$ cat config.mk
export PLATFORM = sky130hd
export DESIGN_NAME = uart_rx
export DESIGN_NICKNAME = d
export VERILOG_FILES = /design/src/rtl/uart_pkg.sv /design/src/rtl/uart_rx_sampler.sv /design/src/rtl/uart_rx.sv
export SDC_FILE = /design/constraint.sdc
export NUM_CORES = 1
export LEC_CHECK = 0
export BUFFER_PORTS_ARGS = -buffer_cell sky130_fd_sc_hd__buf_2
export CORE_MARGIN = 2
export CORE_UTILIZATION = 52
export CTS_CLUSTER_DIAMETER = 60
export DETAILED_ROUTE_END_ITERATION = 12
export GPL_TIMING_DRIVEN = 0
export PLACE_DENSITY_LB_ADDON = 0.25
export SYNTH_ARGS = -nofsm -noshare
export SYNTH_HDL_FRONTEND = slang
export SYNTH_SLANG_ARGS = --single-unit
$ cat constraint.sdc
create_clock -name CLK -period 1.8 [get_ports CLK]
set_input_delay 0.09 -clock CLK [delete_from_list [all_inputs] [get_ports CLK]]
set_output_delay 0.09 -clock CLK [all_outputs]
set_load 0.02 [all_outputs]
$ cat src/rtl/uart_pkg.sv
// Definitions shared by the UART receiver and transmitter: FSM states, Configuration bit
// indices and data width.
package uart_pkg;
  localparam int DATA_WIDTH   = 8;
  localparam int CFG_PAR_EN   = 0;
  localparam int CFG_PAR_TYPE = 1;

  typedef enum logic [2:0] {IDLE, START, DATA, PARITY, STOP} uart_state_t;
endpackage

$ cat src/rtl/uart_rx_sampler.sv
// Bit-period edge counter plus sample-point strobe; UART_RX_MAJORITY_EN selects a 2-of-3
// vote around mid-bit (decision one cycle later) instead of a single mid-bit sample.
module uart_rx_sampler #(
  parameter int PRESCALE = 8
) (
  input  logic clk,
  input  logic rst_n,
  input  logic run,
  input  logic rx,
  output logic sample_valid,
  output logic sample_bit,
  output logic bit_end
);
  localparam int CW = $clog2(PRESCALE);
  localparam logic [CW-1:0] MID  = CW'(PRESCALE / 2);
  localparam logic [CW-1:0] LAST = CW'(PRESCALE - 1);

  logic [CW-1:0] cnt;

  // Held at zero while idle so the start-detection cycle is count 0.
  always_ff @(posedge clk or negedge rst_n) begin
    if (!rst_n)            cnt <= '0;
    else if (!run)         cnt <= '0;
    else if (cnt == LAST)  cnt <= '0;
    else                   cnt <= cnt + 1'b1;
  end

  assign bit_end = (cnt == LAST);

`ifdef UART_RX_MAJORITY_EN
  localparam logic [CW-1:0] EARLY = CW'(PRESCALE / 2 - 1);
  localparam logic [CW-1:0] LATE  = CW'(PRESCALE / 2 + 1);

  logic s_early, s_mid;

  always_ff @(posedge clk or negedge rst_n) begin
    if (!rst_n) begin
      s_early <= 1'b1;
      s_mid   <= 1'b1;
    end else begin
      if (cnt == EARLY) s_early <= rx;
      if (cnt == MID)   s_mid   <= rx;
    end
  end

  assign sample_valid = (cnt == LATE);
  assign sample_bit   = (s_early & s_mid) | (s_early & rx) | (s_mid & rx);
`else
  assign sample_valid = (cnt == MID);
  assign sample_bit   = rx;
`endif
endmodule

$ cat src/rtl/uart_rx.sv
// UART receiver: 8N1 with optional even/odd parity, one-cycle DATA_VALID / error strobes.
// UART_RX_MAJORITY_EN enables 2-of-3 majority sampling in uart_rx_sampler.
module uart_rx
  import uart_pkg::*;
#(
  parameter int PRESCALE = 8
) (
  input  logic                  CLK,
  input  logic                  RST,
  input  logic                  RX_IN,
  input  logic [1:0]            Configuration,
  output logic [DATA_WIDTH-1:0] P_DATA,
  output logic                  DATA_VALID,
  output logic                  Parity_Error,
  output logic                  Stop_Error,
  output logic                  Busy
);
  localparam logic [3:0] LAST_BIT = 4'(DATA_WIDTH - 1);
  localparam logic [3:0] ALL_BITS = 4'(DATA_WIDTH);

  logic rx_m, rx_s, rx_prev;
  uart_state_t state;
  logic start_det, run;
  logic sample_valid, sample_bit, bit_end;
  logic [1:0] cfg;
  logic [DATA_WIDTH-1:0] shreg;
  logic [3:0] bit_cnt;
  logic par_fail;

  always_ff @(posedge CLK or negedge RST) begin
    if (!RST) begin
      rx_m    <= 1'b1;
      rx_s    <= 1'b1;
      rx_prev <= 1'b1;
    end else begin
      rx_m    <= RX_IN;
      rx_s    <= rx_m;
      rx_prev <= rx_s;
    end
  end

  assign start_det = (state == IDLE) && rx_prev && !rx_s;

  // Counter stops in the cycle the FSM decides to return to IDLE, so a new start lands on count 0.
  always_comb begin
    run = 1'b1;
    case (state)
      IDLE:    run = start_det;
      START:   run = !(sample_valid && sample_bit);
      STOP:    run = !sample_valid;
      default: run = 1'b1;
    endcase
  end

  uart_rx_sampler #(.PRESCALE(PRESCALE)) u_sampler (
    .clk          (CLK),
    .rst_n        (RST),
    .run          (run),
    .rx           (rx_s),
    .sample_valid (sample_valid),
    .sample_bit   (sample_bit),
    .bit_end      (bit_end)
  );

  always_ff @(posedge CLK or negedge RST) begin
    if (!RST) begin
      state        <= IDLE;
      cfg          <= '0;
      shreg        <= '0;
      bit_cnt      <= '0;
      par_fail     <= 1'b0;
      P_DATA       <= '0;
      DATA_VALID   <= 1'b0;
      Parity_Error <= 1'b0;
      Stop_Error   <= 1'b0;
      Busy         <= 1'b0;
    end else begin
      DATA_VALID   <= 1'b0;
      Parity_Error <= 1'b0;
      Stop_Error   <= 1'b0;
      case (state)
        IDLE: if (start_det) begin
          state    <= START;
          cfg      <= Configuration;
          bit_cnt  <= '0;
          par_fail <= 1'b0;
          Busy     <= 1'b1;
        end
        START: begin
          if (sample_valid && sample_bit) begin
            state <= IDLE;
            Busy  <= 1'b0;
          end else if (bit_end) begin
            state <= DATA;
          end
        end
        DATA: begin
          if (sample_valid) begin
            shreg   <= {sample_bit, shreg[DATA_WIDTH-1:1]};
            bit_cnt <= bit_cnt + 1'b1;
          end
          // The last sample can share its cycle with bit_end at the smallest prescale.
          if (bit_end && (bit_cnt == ALL_BITS || (sample_valid && bit_cnt == LAST_BIT)))
            state <= cfg[CFG_PAR_EN] ? PARITY : STOP;
        end
        PARITY: begin
          if (sample_valid)
            par_fail <= (sample_bit != ((^shreg) ^ cfg[CFG_PAR_TYPE]));
          if (bit_end) state <= STOP;
        end
        STOP: if (sample_valid) begin
          state <= IDLE;
          Busy  <= 1'b0;
          if (!sample_bit || par_fail) begin
            Stop_Error   <= !sample_bit;
            Parity_Error <= par_fail;
          end else begin
            DATA_VALID <= 1'b1;
            P_DATA     <= shreg;
          end
        end
        default: begin
          state <= IDLE;
          Busy  <= 1'b0;
        end
      endcase
    end
  end
endmodule

# After elaboration in Yosys (flattened, before gate mapping)
# Index checks and enable logic that the tools add are counted.
[classes]
reduce_logical = 22
eq_ne = 17
bitwise = 3
n_mux = 30
addsub = 2
[ops]
columns = ["cell", "count"]
rows = [
  ["2-to-1 mux 3 bit", 9],
  ["one-hot mux 3 bit (5 select lines)", 1],
  ["2-to-1 mux 1 bit", 14],
  ["!= test 2 bit (second input constant)", 7],
  ["equality test 3 bit (second input constant)", 3],
  ["AND reduction 3 bit", 3],
  ["2-to-1 mux 4 bit", 2],
  ["one-hot mux 4 bit (2 select lines)", 1],
  ["parity 8 bit", 1],
  ["equality test 3 x 2 -> 1 bit (second input constant)", 2],
  ["logical AND 1 bit", 5],
  ["AND reduction 5 bit", 1],
  ["adder 4 x 1 -> 4 bit (second input constant)", 1],
  ["equality test 4 x 3 -> 1 bit (second input constant)", 1],
  ["equality test 4 bit (second input constant)", 1],
  ["one-hot mux 1 bit (4 select lines)", 1],
  ["AND reduction 2 bit", 2],
  ["AND reduction 4 bit", 1],
  ["nonzero test 2 bit", 2],
  ["adder 3 x 1 -> 3 bit (second input constant)", 1],
  ["equality test 3 x 1 -> 1 bit (second input constant)", 1],
  ["logical NOT 1 bit", 3],
  ["logical NOT 3 bit", 1],
  ["!= test 3 bit (second input constant)", 1],
  ["other kinds (7)", 9],
]
[word_totals]
in_bits = 5
out_inout_bits = 12
elab_cells = 88
reg_bits = 36

# Logic depth before layout (Yosys ltp)
[logic_depth]
word_depth = 6
mapped_depth = 7
mapped_depth_nobuf = 6

# Cells and area by module
# Synthesis repeated with hierarchy kept, for this count alone.
[unflattened]
hier_cells = 133
area_unflattened_um2 = 1697.9
[modules_own_cells]
columns = ["mod", "cells_each", "instances", "area_each_um2"]
rows = [
  ["uart_rx", 120, 1, 1536.5],
  ["uart_rx_sampler", 13, 1, 161.4],
]

# Least setup slack after synthesis
# Ideal clock, no wire load.
[synth_path]
kind = "register -> register"
start = "reg u_sampler.cnt[0]"
end = "reg state[0]"
stages_incl_launch_ff = 8
synth_period_minus_slack_ps = 1642
t_arrival_ps = 1517
setup_time_ps = 125
required_time_ps = 1675
setup_slack_ps = 158
path_buffers = 1
cell_sequence = "dfrtp_1 > inv_1 > ha_1 > and2_1 > buf_4 > a2bb2oi_1 > o311ai_2 > mux2_2"
[synth_between]
elab_chain_len = 6
elab_cells_between_ends = 13
cone_classes = "eq/ne: 6; mux: 2; reduce/logical: 5"
[synth_rtl]
columns = ["element", "line_no", "source"]
rows = [
  ["start: declaration", "uart_rx_sampler.sv:18", "logic [CW-1:0] cnt;"],
  ["start signal: assignment", "uart_rx_sampler.sv:25", "else cnt <= cnt + 1'b1;"],
  ["equality test 3 bit", "uart_rx_sampler.sv:49", "assign sample_valid = (cnt == MID);"],
  ["logical AND 1 bit", "uart_rx.sv:103", "if (bit_end && (bit_cnt == ALL_BITS || (sample_valid && bit_cnt == LAST_BIT)))"],
  ["logical OR 1 bit", "uart_rx.sv:103", ""],
  ["logical AND 1 bit", "uart_rx.sv:103", ""],
  ["!= test 2 bit (no line)", "n/a", ""],
  ["AND reduction 5 bit (no line)", "n/a", ""],
  ["end signal: assignment", "uart_rx.sv:104", "state <= cfg[CFG_PAR_EN] ? PARITY : STOP;"],
  ["end: declaration", "uart_rx.sv:22", "uart_state_t state;"],
]
# Several ways; a longest one is shown, not always the timed one.
# A chain may end at the register's enable or synchronous reset.

# Final worst setup path
# Ends and elaborated chain as after synthesis.

==> metrics.md <==
| Metric | Value |
|---|---|
| Clock-pin slew on the worst setup and hold paths | `about 0.12 ns` |
| Hpwl dp | `about 2.1 mm` |
| Max-cap violations | `0` |
| Crit Path Category | `flip-flop to flip-flop` |
| Initial antenna violation count | `0` |
| Top Ports | `17` |
| Area Overhead vs Synth | `17.6%` |
| Diode count | `0` |
| Unrepaired setup endpoints after global routing | `no` |
| Share of cells above drive strength 1 | `0.378` |
| Hold_ws | `approximately 0.35 ns` |
| Drt via density | `roughly 5.4` |
| Fin util | `0.652` |
| Chip Width | `~61 um` |
| Least-Margin Pin Slew | `slightly below 0.8 ns` |
| Area contributors post-synth | `dfrtp_1, mux2_2, dfstp_2` |
| Worst EP required | `2.05 ns` |
| Routed Antenna Nets | `0` |
| Crit path max-delay family | `flip-flops` |
| Post-synth top flop | `dfrtp_1` |
| Core Region | `0.00308 mm2` |
| Seq cells post-synth | `36` |
| Endpoints failing hold | `0` |
| Initial DRT Pass Iterations | `4` |
| Rel. slew slack | `0.474` |
| Commonest cells in the netlist | `dfrtp_1, mux2_2, nand2_1` |
| Non-Filler Instances | `around 220` |
| CP endpoint kind | `flip-flop` |
| Fin Setup TNS | `0 ns` |
| Cells after Synth | `between 100 and 150` |
| # DRC | `0` |
| Total clock sinks | `36` |
| Filler cell count | `around 230` |
| Power Dens Cells | `1370 mW/mm2` |
| Die ar. | `roughly 0.0038 mm2` |
| Synth unique cells | `between 40 and 50` |
| Worst-skew pair later-pin latency | `between 0.3 and 0.4 ns` |
| Synth warn | `0` |
| FFs w/ async S/R, synth | `1.00` |
| Largest net degree at the start of global routing | `37` |
| Syn Std Cell Area | `between 0.0015 and 0.002 mm2` |
| CP max stage cell | `dfrtp_1` |
| Num rows | `20` |
| Worst IR drop on VDD | `around 0.58 mV` |
| CP startpoint kind | `flip-flop` |
| Vias post-DR | `between 1,000 and 1,500` |
| Worst hold-check path type | `primary input to async pin` |
| Mean Syn Cell Area | `between 10 and 15 um2` |
| CTS tree | `yes` |
| Drt wl/cell | `approximately 14 um` |
| Total CTS buffers | `5` |
| Post-placement cell count | `199` |
| Mapped Nets | `between 100 and 150` |
| Bufs and invs on worst path | `2` |
| Most common cell in the synthesized netlist | `dfrtp_1` |
| PortBufs | `16` |
| Initial Utilization | `0.555` |
| Seq/Total Area, Yosys | `0.530` |
| Critical path's largest stage delay | `approximately 0.39 ns` |
| Drt first-iter violations | `46` |
| Area leader, netlist | `dfrtp_1` |
| Final setup viols | `0` |
| EDFF count, synth | `0` |
| Levels on crit path | `7` |
| Yosys top cell area share | `0.484` |
| Final #Nets | `roughly 180` |
| Clock Skew | `0.0164 ns` |
| Arr. time, crit path | `approximately 2.0 ns` |
| Final Slew Violations | `0` |
| Worst R2R Path Depth | `7` |
| Status | `finished clean` |
| Cell Chain, Critical Path | `inv_1 -> ha_2 -> and2_1 -> buf_4 -> a2bb2oi_2 -> o311ai_2 -> mux2_2` |
| GRT overflow | `0` |
| P_leak | `approximately 1 nW` |
| Crit Path Max Fanout | `8` |
| Period utilization | `0.969` |
| Vias in the first global route | `1,153` |
| CTS root buffer | `clkbuf_4` |
| Worst-case clock buffer depth | `2` |
| Global Route Usage Sum | `0.192` |
| Total power | `2.74 mW` |
| GPL Wtd Cong | `approximately 0.85` |
| Total wire length | `slightly above 3 mm` |
| Fmax | `0.573 GHz` |
| Post-layout minimum cycle time | `roughly 1.7 ns` |
| First-pass GRT wire length | `slightly above 5 mm` |
| H-tree Lvls | `2` |
| Die Height | `slightly above 60 um` |
-- power by group --
part,leakage (nW),total [mW],internal (mW),switching [mW]
combinational,0.513,1.06,0.549,0.515
clock,0.0422,0.567,0.291,0.276
sequential,0.474,1.11,0.968,0.145
-- cell type report --
| class | count | area (um2) | share of cell area |
|---|---|---|---|
| Clock buffer | 6 | 41.3 | 0.0206 |
| Inverter | 7 | 26.3 | 0.0131 |
| Clock inverter | 2 | 35.0 | 0.0174 |
| Buffer | 4 | 31.3 | 0.0156 |
| Sequential cell | 36 | 905 | 0.450 |
| Tap cell | 44 | 55.1 | 0.0274 |
| Multi-Input combinational cell | 92 | 757 | 0.377 |
| Timing Repair Buffer | 25 | 158 | 0.0785 |
-- routing by layer --
metal | up-vias | part of all wire | track usage
met4 | 0 | 0.034 | 0.112
met3 | 11 | 0.037 | 0.0399
li1 | 553 | - | -
met1 | 569 | 0.46 | 0.251
met2 | 24 | 0.46 | 0.298
met5 | - | 0 | 0
-- sequential cells by signal, indices dropped and copies added (netlist names) --
register	cells
shreg	8
P_DATA	8
u_sampler.cnt	3
rx_s	1
DATA_VALID	1
Busy	1
state	3
Parity_Error	1
cfg	2
Stop_Error	1
rx_m	1
bit_cnt	4
rx_prev	1
par_fail	1
-- timing repair --
action,in CTS,in global routing
gates resized for setup,1,2
cloned,0,0
setup buffers,1,4
hold buffers,4,0
endpoints found under the hold margin,36,0
endpoints found under the setup margin,1,2
pin swaps,0,1
-- logic make-up after synthesis --
kind of cell             share of synthesized area
AND/OR/NAND/NOR                              0.133
flip-flops                                   0.530
AO/OA/AOI/OAI                               0.0901
multiplexers                                 0.118
buffers and inverters                       0.0337
XOR/XNOR                                    0.0593
adder cells (fa/ha/maj)                     0.0366
-- worst register-to-register path, delay by kind of cell (launching register included) --
kind / cells / cell delay (ns)
flip-flops: 1 / 0.39
AO/OA/AOI/OAI: 2 / 0.30
AND/OR/NAND/NOR: 1 / 0.14
adder cells (fa/ha/maj): 1 / 0.21
multiplexers: 1 / 0.38
buffers and inverters: 2 / 0.22
-- cells in the final DEF, fill, tap and decap left out, drive strengths merged, types with 4 or more instances in the layout --
cell,count
dfrtp,33
buf,25
mux2,17
nand2,10
inv,7
a21oi,6
xnor2,6
nor2,6
clkbuf,6
nand3,5
ha,5
o21ai,4
dlygate4sd3,4
-- through the flow --
step	area, um2	setup slack (ns)
6_report	2010	0.0563
5_1_grt	2010	0.00878
4_1_cts	1970	0.0135
3_5_place_dp	1840	-0.0212
3_3_place_gp	1840	0.0267
2_1_floorplan	1710	0.158
-- worst paths after layout --
kind / from / to / slack [ns]
worst max-delay path: u_sampler.cnt[0]$_DFF_PN0_ / state[0]$_DFFE_PN0P_ / 0.06
worst min-delay path: RST / Parity_Error$_DFF_PN0_ / 0.35
worst max register to register: u_sampler.cnt[0]$_DFF_PN0_ / state[0]$_DFFE_PN0P_ / 0.06
worst min register to register: rx_m$_DFF_PN1_ / rx_s$_DFF_PN1_ / 0.36
max in group asynchronous: RST / cfg[1]$_DFFE_PN0P_ / 0.94
min in group CLK: rx_m$_DFF_PN1_ / rx_s$_DFF_PN1_ / 0.36
No activity file was read; power rests on OpenSTA's default activity.
